### src/rtl/uart_pkg.sv
// Shared definitions for the hex UART transmitter.
//   - hex_state_e : top sequencer states (CR/LF only with UART_HEX_TX_CRLF_EN)
//   - ASCII_*     : character constants used by the sequencer
//   - FRAME_BITS  : bits in one 8N1 frame (start + 8 data + stop)
//   - nib_to_ascii: 4-bit nibble to uppercase ASCII hex digit
package uart_pkg;

    localparam int FRAME_BITS = 10;

    localparam logic [7:0] ASCII_0  = 8'h30;
    localparam logic [7:0] ASCII_A  = 8'h41;
    localparam logic [7:0] ASCII_CR = 8'h0D;
    localparam logic [7:0] ASCII_LF = 8'h0A;

    typedef enum logic [2:0] {
        IDLE = 3'd0,
        HI   = 3'd1,
        LO   = 3'd2
`ifdef UART_HEX_TX_CRLF_EN
        ,
        CR   = 3'd3,
        LF   = 3'd4
`endif
    } hex_state_e;

    function automatic logic [7:0] nib_to_ascii(input logic [3:0] nib);
        if (nib <= 4'd9)
            return ASCII_0 + {4'h0, nib};
        else
            return ASCII_A + ({4'h0, nib} - 8'd10);
    endfunction

endpackage

### src/rtl/uart_hex_tx_if.sv
// Byte handshake between a sender and uart_hex_tx.
//   byte_valid : sender has a byte on byte_data (held until accepted)
//   byte_data  : byte to be printed as two hex characters
//   byte_ready : transmitter can take a byte this cycle
// master = byte sender, slave = uart_hex_tx.
interface uart_hex_tx_if;

    logic       byte_valid;
    logic [7:0] byte_data;
    logic       byte_ready;

    modport master (
        output byte_valid,
        output byte_data,
        input  byte_ready
    );

    modport slave (
        input  byte_valid,
        input  byte_data,
        output byte_ready
    );

endinterface

### src/rtl/uart_bit_tx.sv
// 8N1 serializer: loads {stop, char, start} and shifts it out LSB first,
// holding each bit for BIT_CNT_MAX clocks.
//   sys_clk, sys_rst : clock, synchronous active-high reset
//   load             : capture char and start a frame (allowed in the last
//                      cycle of a running frame, giving back-to-back frames)
//   char             : character to send
//   txd              : registered serial line, idle high
//   busy             : frame in progress
//   done             : one-cycle pulse as the stop bit ends; it fires one
//                      clock before the stop bit's final cycle so the caller
//                      can register its next action and still meet the
//                      boundary with no idle gap
// BIT_CNT_MAX must be at least 2.
module uart_bit_tx
#(
    parameter int BIT_CNT_MAX = 868
)
(
    input  logic       sys_clk,
    input  logic       sys_rst,
    input  logic       load,
    input  logic [7:0] char,
    output logic       txd,
    output logic       busy,
    output logic       done
);
    import uart_pkg::*;

    localparam int                CNT_W    = (BIT_CNT_MAX > 1) ? $clog2(BIT_CNT_MAX) : 1;
    localparam logic [CNT_W-1:0]  CNT_LOAD = CNT_W'(BIT_CNT_MAX - 1);
    localparam logic [CNT_W-1:0]  CNT_ONE  = CNT_W'(1);
    localparam logic [3:0]        IDX_LAST = 4'(FRAME_BITS - 1);

    logic [FRAME_BITS-1:0] frame_q;
    logic [CNT_W-1:0]      cnt_q;
    logic [3:0]            idx_q;

    // cnt_q counts down within a bit; terminal count 0 ends the bit.
    always_ff @(posedge sys_clk) begin
        if (sys_rst) begin
            frame_q <= '1;
            cnt_q   <= '0;
            idx_q   <= '0;
            busy    <= 1'b0;
            txd     <= 1'b1;
        end else if (load) begin
            frame_q <= {1'b1, char, 1'b0};
            cnt_q   <= CNT_LOAD;
            idx_q   <= '0;
            busy    <= 1'b1;
            txd     <= 1'b0;
        end else if (busy) begin
            if (cnt_q == '0) begin
                if (idx_q == IDX_LAST) begin
                    busy <= 1'b0;
                    txd  <= 1'b1;
                end else begin
                    idx_q   <= idx_q + 4'd1;
                    cnt_q   <= CNT_LOAD;
                    frame_q <= {1'b1, frame_q[FRAME_BITS-1:1]};
                    txd     <= frame_q[1];
                end
            end else begin
                cnt_q <= cnt_q - CNT_ONE;
            end
        end
    end

    assign done = busy && (idx_q == IDX_LAST) && (cnt_q == CNT_ONE);

endmodule

### src/rtl/uart_hex_tx.sv
// Hex UART transmitter: each accepted byte is sent as two uppercase ASCII
// hex characters (high nibble first), each as an 8N1 frame, back to back.
// Optional feature macro: UART_HEX_TX_CRLF_EN appends CR and LF per byte.
//   sys_clk, sys_rst : clock, synchronous active-high reset
//   byte_if (slave)  : byte_valid / byte_data in, byte_ready out
//   uart_txd         : serial line, idle high, driven from a flop
//   tx_busy          : a character frame of the current byte is in progress
//
// state | meaning
// IDLE  | waiting for a byte; byte_ready high
// HI    | sending the high-nibble character
// LO    | sending the low-nibble character
// CR    | sending carriage return (CRLF build only)
// LF    | sending line feed (CRLF build only)
module uart_hex_tx
#(
    parameter int BPS         = 57600,
    parameter int SYS_CLK_FRE = 50_000_000
)
(
    input  logic          sys_clk,
    input  logic          sys_rst,
    uart_hex_tx_if.slave  byte_if,
    output logic          uart_txd,
    output logic          tx_busy
);
    import uart_pkg::*;

    localparam int BIT_CNT_MAX = SYS_CLK_FRE / BPS;

    hex_state_e state_q, state_d;
    logic [7:0] data_q;
    logic       reload_q, reload_d;
    logic       accept;
    logic       load;
    logic [7:0] char_c;
    logic       bit_busy;
    logic       bit_done;

    always_ff @(posedge sys_clk) begin
        if (sys_rst) begin
            state_q  <= IDLE;
            data_q   <= '0;
            reload_q <= 1'b0;
        end else begin
            state_q  <= state_d;
            reload_q <= reload_d;
            if (accept)
                data_q <= byte_if.byte_data;
        end
    end

    // The serializer's done arrives one cycle before a frame ends. Moving
    // state there puts IDLE (ready) in the final stop cycle so a new byte
    // lands on the frame boundary; between characters, reload_q issues the
    // next load exactly on that boundary.
    always_comb begin
        state_d  = state_q;
        reload_d = 1'b0;
        accept   = 1'b0;
        char_c   = ASCII_0;
        case (state_q)
            IDLE: begin
                char_c = nib_to_ascii(byte_if.byte_data[7:4]);
                if (byte_if.byte_valid) begin
                    accept  = 1'b1;
                    state_d = HI;
                end
            end
            HI: begin
                char_c = nib_to_ascii(data_q[7:4]);
                if (bit_done) begin
                    state_d  = LO;
                    reload_d = 1'b1;
                end
            end
            LO: begin
                char_c = nib_to_ascii(data_q[3:0]);
                if (bit_done) begin
`ifdef UART_HEX_TX_CRLF_EN
                    state_d  = CR;
                    reload_d = 1'b1;
`else
                    state_d  = IDLE;
`endif
                end
            end
`ifdef UART_HEX_TX_CRLF_EN
            CR: begin
                char_c = ASCII_CR;
                if (bit_done) begin
                    state_d  = LF;
                    reload_d = 1'b1;
                end
            end
            LF: begin
                char_c = ASCII_LF;
                if (bit_done)
                    state_d = IDLE;
            end
`endif
            default: state_d = IDLE;
        endcase
    end

    assign load               = accept || reload_q;
    assign byte_if.byte_ready = (state_q == IDLE);
    assign tx_busy            = bit_busy && (state_q != IDLE);

    uart_bit_tx #(
        .BIT_CNT_MAX (BIT_CNT_MAX)
    ) u_bit_tx (
        .sys_clk (sys_clk),
        .sys_rst (sys_rst),
        .load    (load),
        .char    (char_c),
        .txd     (uart_txd),
        .busy    (bit_busy),
        .done    (bit_done)
    );

endmodule

### src/flat_wrapper.sv
// flat-port wrapper written by rule: the top's interface ports become plain ports
module uart_hex_tx_flat import uart_pkg::*;
#(
    parameter int BPS         = 57600,
    parameter int SYS_CLK_FRE = 50_000_000
)
  (sys_clk, sys_rst, uart_txd, tx_busy, byte_if_byte_valid, byte_if_byte_data, byte_if_byte_ready);
  uart_hex_tx_if byte_if_i ();
  input  logic sys_clk;
  input  logic sys_rst;
  output logic uart_txd;
  output logic tx_busy;
  input wire logic [$bits(byte_if_i.byte_valid)-1:0] byte_if_byte_valid;
  input wire logic [$bits(byte_if_i.byte_data)-1:0] byte_if_byte_data;
  output wire logic [$bits(byte_if_i.byte_ready)-1:0] byte_if_byte_ready;
  assign byte_if_i.byte_valid = byte_if_byte_valid;
  assign byte_if_i.byte_data = byte_if_byte_data;
  assign byte_if_byte_ready = byte_if_i.byte_ready;
  uart_hex_tx #(.BPS(BPS), .SYS_CLK_FRE(SYS_CLK_FRE)) u_core (.sys_clk(sys_clk), .sys_rst(sys_rst), .byte_if(byte_if_i), .uart_txd(uart_txd), .tx_busy(tx_busy));
endmodule
### config.mk
export PLATFORM = sky130hd
export DESIGN_NAME = uart_hex_tx_flat
export DESIGN_NICKNAME = d
export VERILOG_FILES = /design/src/rtl/uart_pkg.sv /design/src/rtl/uart_hex_tx_if.sv /design/src/rtl/uart_bit_tx.sv /design/src/rtl/uart_hex_tx.sv /design/src/flat_wrapper.sv
export SDC_FILE = /design/constraint.sdc
export NUM_CORES = 1
export LEC_CHECK = 0
export CORE_MARGIN = 5
export CORE_UTILIZATION = 45
export DETAILED_ROUTE_END_ITERATION = 10
export DONT_BUFFER_PORTS = 1
export MAX_ROUTING_LAYER = met4
export PLACE_DENSITY = 0.62
export SLEW_MARGIN = 15
export SYNTH_ARGS = -nofsm -noshare
export SYNTH_HDL_FRONTEND = slang
export SYNTH_SLANG_ARGS = --single-unit
### constraint.sdc
create_clock -name sys_clk -period 2.1 [get_ports sys_clk]
set_input_delay 0.315 -clock sys_clk [delete_from_list [all_inputs] [get_ports sys_clk]]
set_output_delay 0.315 -clock sys_clk [all_outputs]
set_load 0.01 [all_outputs]
==> impl_metrics.yaml <==
pwr:
  p_leak_nw: 1.021
  p_seq_share_pct: 42.4
  p_clk_share_pct: 35.4
  p_switching_mw: 0.5139
  intPower_mw: 1.279
  swShare_pct: 28.66
  irDropWorstVdd_mv: 0.3268
  power.density_nw_per_um2: 702.9
  comb_power_share_pct: 22.2
timing:
  worstMarginPinSlew_ps: 480.2
  drv_slew: 0
  tns_ps: 0
  maxSlewHeadroom_pct: 67.16
  final-setup-viol-count: 0
  hold_viol_final: 0
  rsz0062_at_grt: "no"
  whs_ps: 88.99
  clock.fmax_ghz: 0.4994
  worst_clock_skew_ps: 7.101
  min_period_over_period_pct: 95.35
  period_needed_ps: 2002
logic_synthesis:
  synthArstFlopShare_pct: 0
  synth_cells: 287
  synth-warning-count: 0
  synth_edf_count: 0
  syn_area_um2: 2266
  synth.most_common_cell: "nor2_1"
  synth-seq-cells: 35
  yosysTopAreaCellShare_pct: 30.92
  yosysTopAreaCell: "dfxtp_1"
  synth.avg_cell_area_um2: 7.895
  synth_commonest_cells: "nor2_1, dfxtp_1, a21oi_1, inv_1, ha_1"
  synth-main-ff-cell: "dfxtp_1"
  synth.area.top_cells: "dfxtp_1, ha_1, a21oi_1"
  synthesis.nets: 314
  yosysSeqAreaShare_pct: 30.92
  synth_cell_types: 53
clock_tree:
  clkLatencyLatePin_ps: 290
  ctsHoldBuffers: 0
  clk_pin_slew_ps: 70
  post-cts-setup-buffer-count: 0
  tritoncts: "built"
  cts-root-buf: "clkbuf_8"
  cts.sinks: 35
  numCtsBuffers: 5
  clockBufferDepth: 2
  h-tree-depth: 2
floorplanning:
  rows: 25
  ios: 14
  die_h_um: 80.96
  dieArea_um2: 6555
  initial_core_util_pct: 47.04
  die_x_um: 80.96
  core_area_um2: 4817
worst_setup_path:
  cp-start-kind: "flip-flop"
  crit_path_cell_trace: "or3_1 > or2_4 > or3_4 > o21a_1 > a311oi_2 > a21oi_1"
  critPathCaptureType: "flip-flop"
  path_max_fanout: 5
  path_class: "flip-flop to flip-flop"
  critPathRequiredTime_ps: 2270
  slowest_stage: "or3_4"
  slowest_delay_ps: 410
  arrival_ps: 2180
global_routing:
  grt_pass1_vias: 1925
  grt_util_all_layers_pct: 16.98
  grt_pass1_wl_um: 8521
  antenna_found_initial: 0
  grt_max_degree: 29
  grt_overflow: 0
placed_design:
  dp.cells: 356
  gp_congestion: 0.9325
  io_buffer_count: 0
  dp_hpwl_um: 3875
cells_and_area:
  final_layout_size_suffix_gt1_share_pct: 11.78
  area_growth_pct: 12.59
  finalNetCount: 323
  antenna_cells: 0
  final_cell_count_no_fill: 364
run_status:
  status: "finished clean"
run:
  cap_violations: 0
detailed_routing:
  wl_per_cell_um: 14.07
  wirelength_um: 5122
  first_pass_iters: 4
  drt_iter0_markers: 97
  num_vias: 2012
  drc: 0
  ant_nets: 0
  via_per_inst: 5.527
worst_hold_path:
  hp-class: "input port to flip-flop"
[flip-flops by register name, indices dropped and copies added (netlist names)]
signal,flops
u_core.u_bit_tx.busy,1
u_core.state_q,2
u_core.u_bit_tx.cnt_q,10
u_core.u_bit_tx.idx_q,4
u_core.reload_q,1
u_core.u_bit_tx.frame_q,8
u_core.data_q,8
u_core.u_bit_tx.txd,1
[cells in the final DEF (no fill, tap or decap), types with 3 or more instances in the layout]
cell,synthesis,final
buf_4,0,15
mux2i_1,5,5
a21oi_1,32,32
nand3b_1,3,3
clkbuf_8,0,6
xor2_1,3,3
ha_1,16,16
a31oi_1,3,3
xnor2_1,11,11
nand4_1,5,5
o21ai_0,12,12
o31ai_1,3,3
nor2b_1,5,5
inv_1,18,18
o21a_1,3,3
dfxtp_1,35,35
nand3_1,3,3
and3_1,7,7
o21bai_1,3,3
nor4_1,4,3
nand2_1,13,12
nor3_1,13,13
a211oi_1,6,6
nor2_1,36,36
[kinds of logic (layout without fill, tap and decap cells)]
group / Yosys count / count (layout) / share of synthesized area (%)
XOR/XNOR: 14 / 14 / 5.411
flip-flops: 35 / 35 / 30.92
AO/OA/AOI/OAI: 83 / 83 / 24.08
AND/OR/NAND/NOR: 103 / 103 / 23.30
buffers and inverters: 31 / 41 / 5.245
adder cells (fa/ha/maj): 16 / 16 / 8.835
multiplexers: 5 / 5 / 2.209
[power groups by stage]
stage	registers, mW	logic, mW	clock network, mW
2_1_floorplan	0.764	0.304	0
3_3_place_gp	0.774	0.390	0
3_5_place_dp	0.775	0.390	0
4_1_cts	0.759	0.393	0.655
5_1_grt	0.769	0.449	0.693
6_report	0.761	0.398	0.634
[critical path, delay by kind of cell, from the launching register on]
kind / cells / cell delay, ps
simple gates: 3 / 1040
compound gates: 3 / 510
flops: 1 / 340
[final cells by class]
class / count / area (um^2)
Clock buffer: 6 / 82.58
Clock inverter: 2 / 35.03
Fill cell: 511 / 2266
Inverter: 18 / 67.56
Multi-Input combinational cell: 221 / 1469
Sequential cell: 35 / 700.7
Tap cell: 67 / 83.83
Timing Repair Buffer: 15 / 112.6
[per-layer routing]
layer	track usage (%)	up-vias	wire (um)
met5	-	-	0
met4	5.236	0	61
met3	4.102	6	159
met2	28.57	24	2441
met1	19.97	923	2459
li1	-	1059	-
[path summary, 6_finish.rpt]
path,start,endpoint,slack [ps],cells after the start
setup / recovery,u_core.u_bit_tx.cnt_q[8],u_core.u_bit_tx.frame_q[2],100,6
hold / removal,sys_rst,u_core.u_bit_tx.cnt_q[6],90,1
setup reg to reg,u_core.u_bit_tx.cnt_q[8],u_core.u_bit_tx.frame_q[2],100,6
hold reg to reg,u_core.u_bit_tx.frame_q[8],u_core.u_bit_tx.frame_q[8],490,2
[per-stage QoR]
step	total power [mW]	worst slack [ps]	instance area (um^2)	utilization, %
3_5_place_dp	1.164	50.03	2411	50.05
4_1_cts	1.807	33.74	2529	52.49
6_report	1.793	97.68	2551	52.96
2_1_floorplan	1.068	52.28	2266	-
3_3_place_gp	1.164	63.93	2411	50.05
5_1_grt	1.912	6.111	2551	52.96
[what timing repair did]
item / in CTS / in global routing
gates resized for setup: 0 / 5
endpoints found under the hold margin: 0 / 0
endpoints found under the setup margin: 0 / 2
Power figures use the tool's default switching activity.
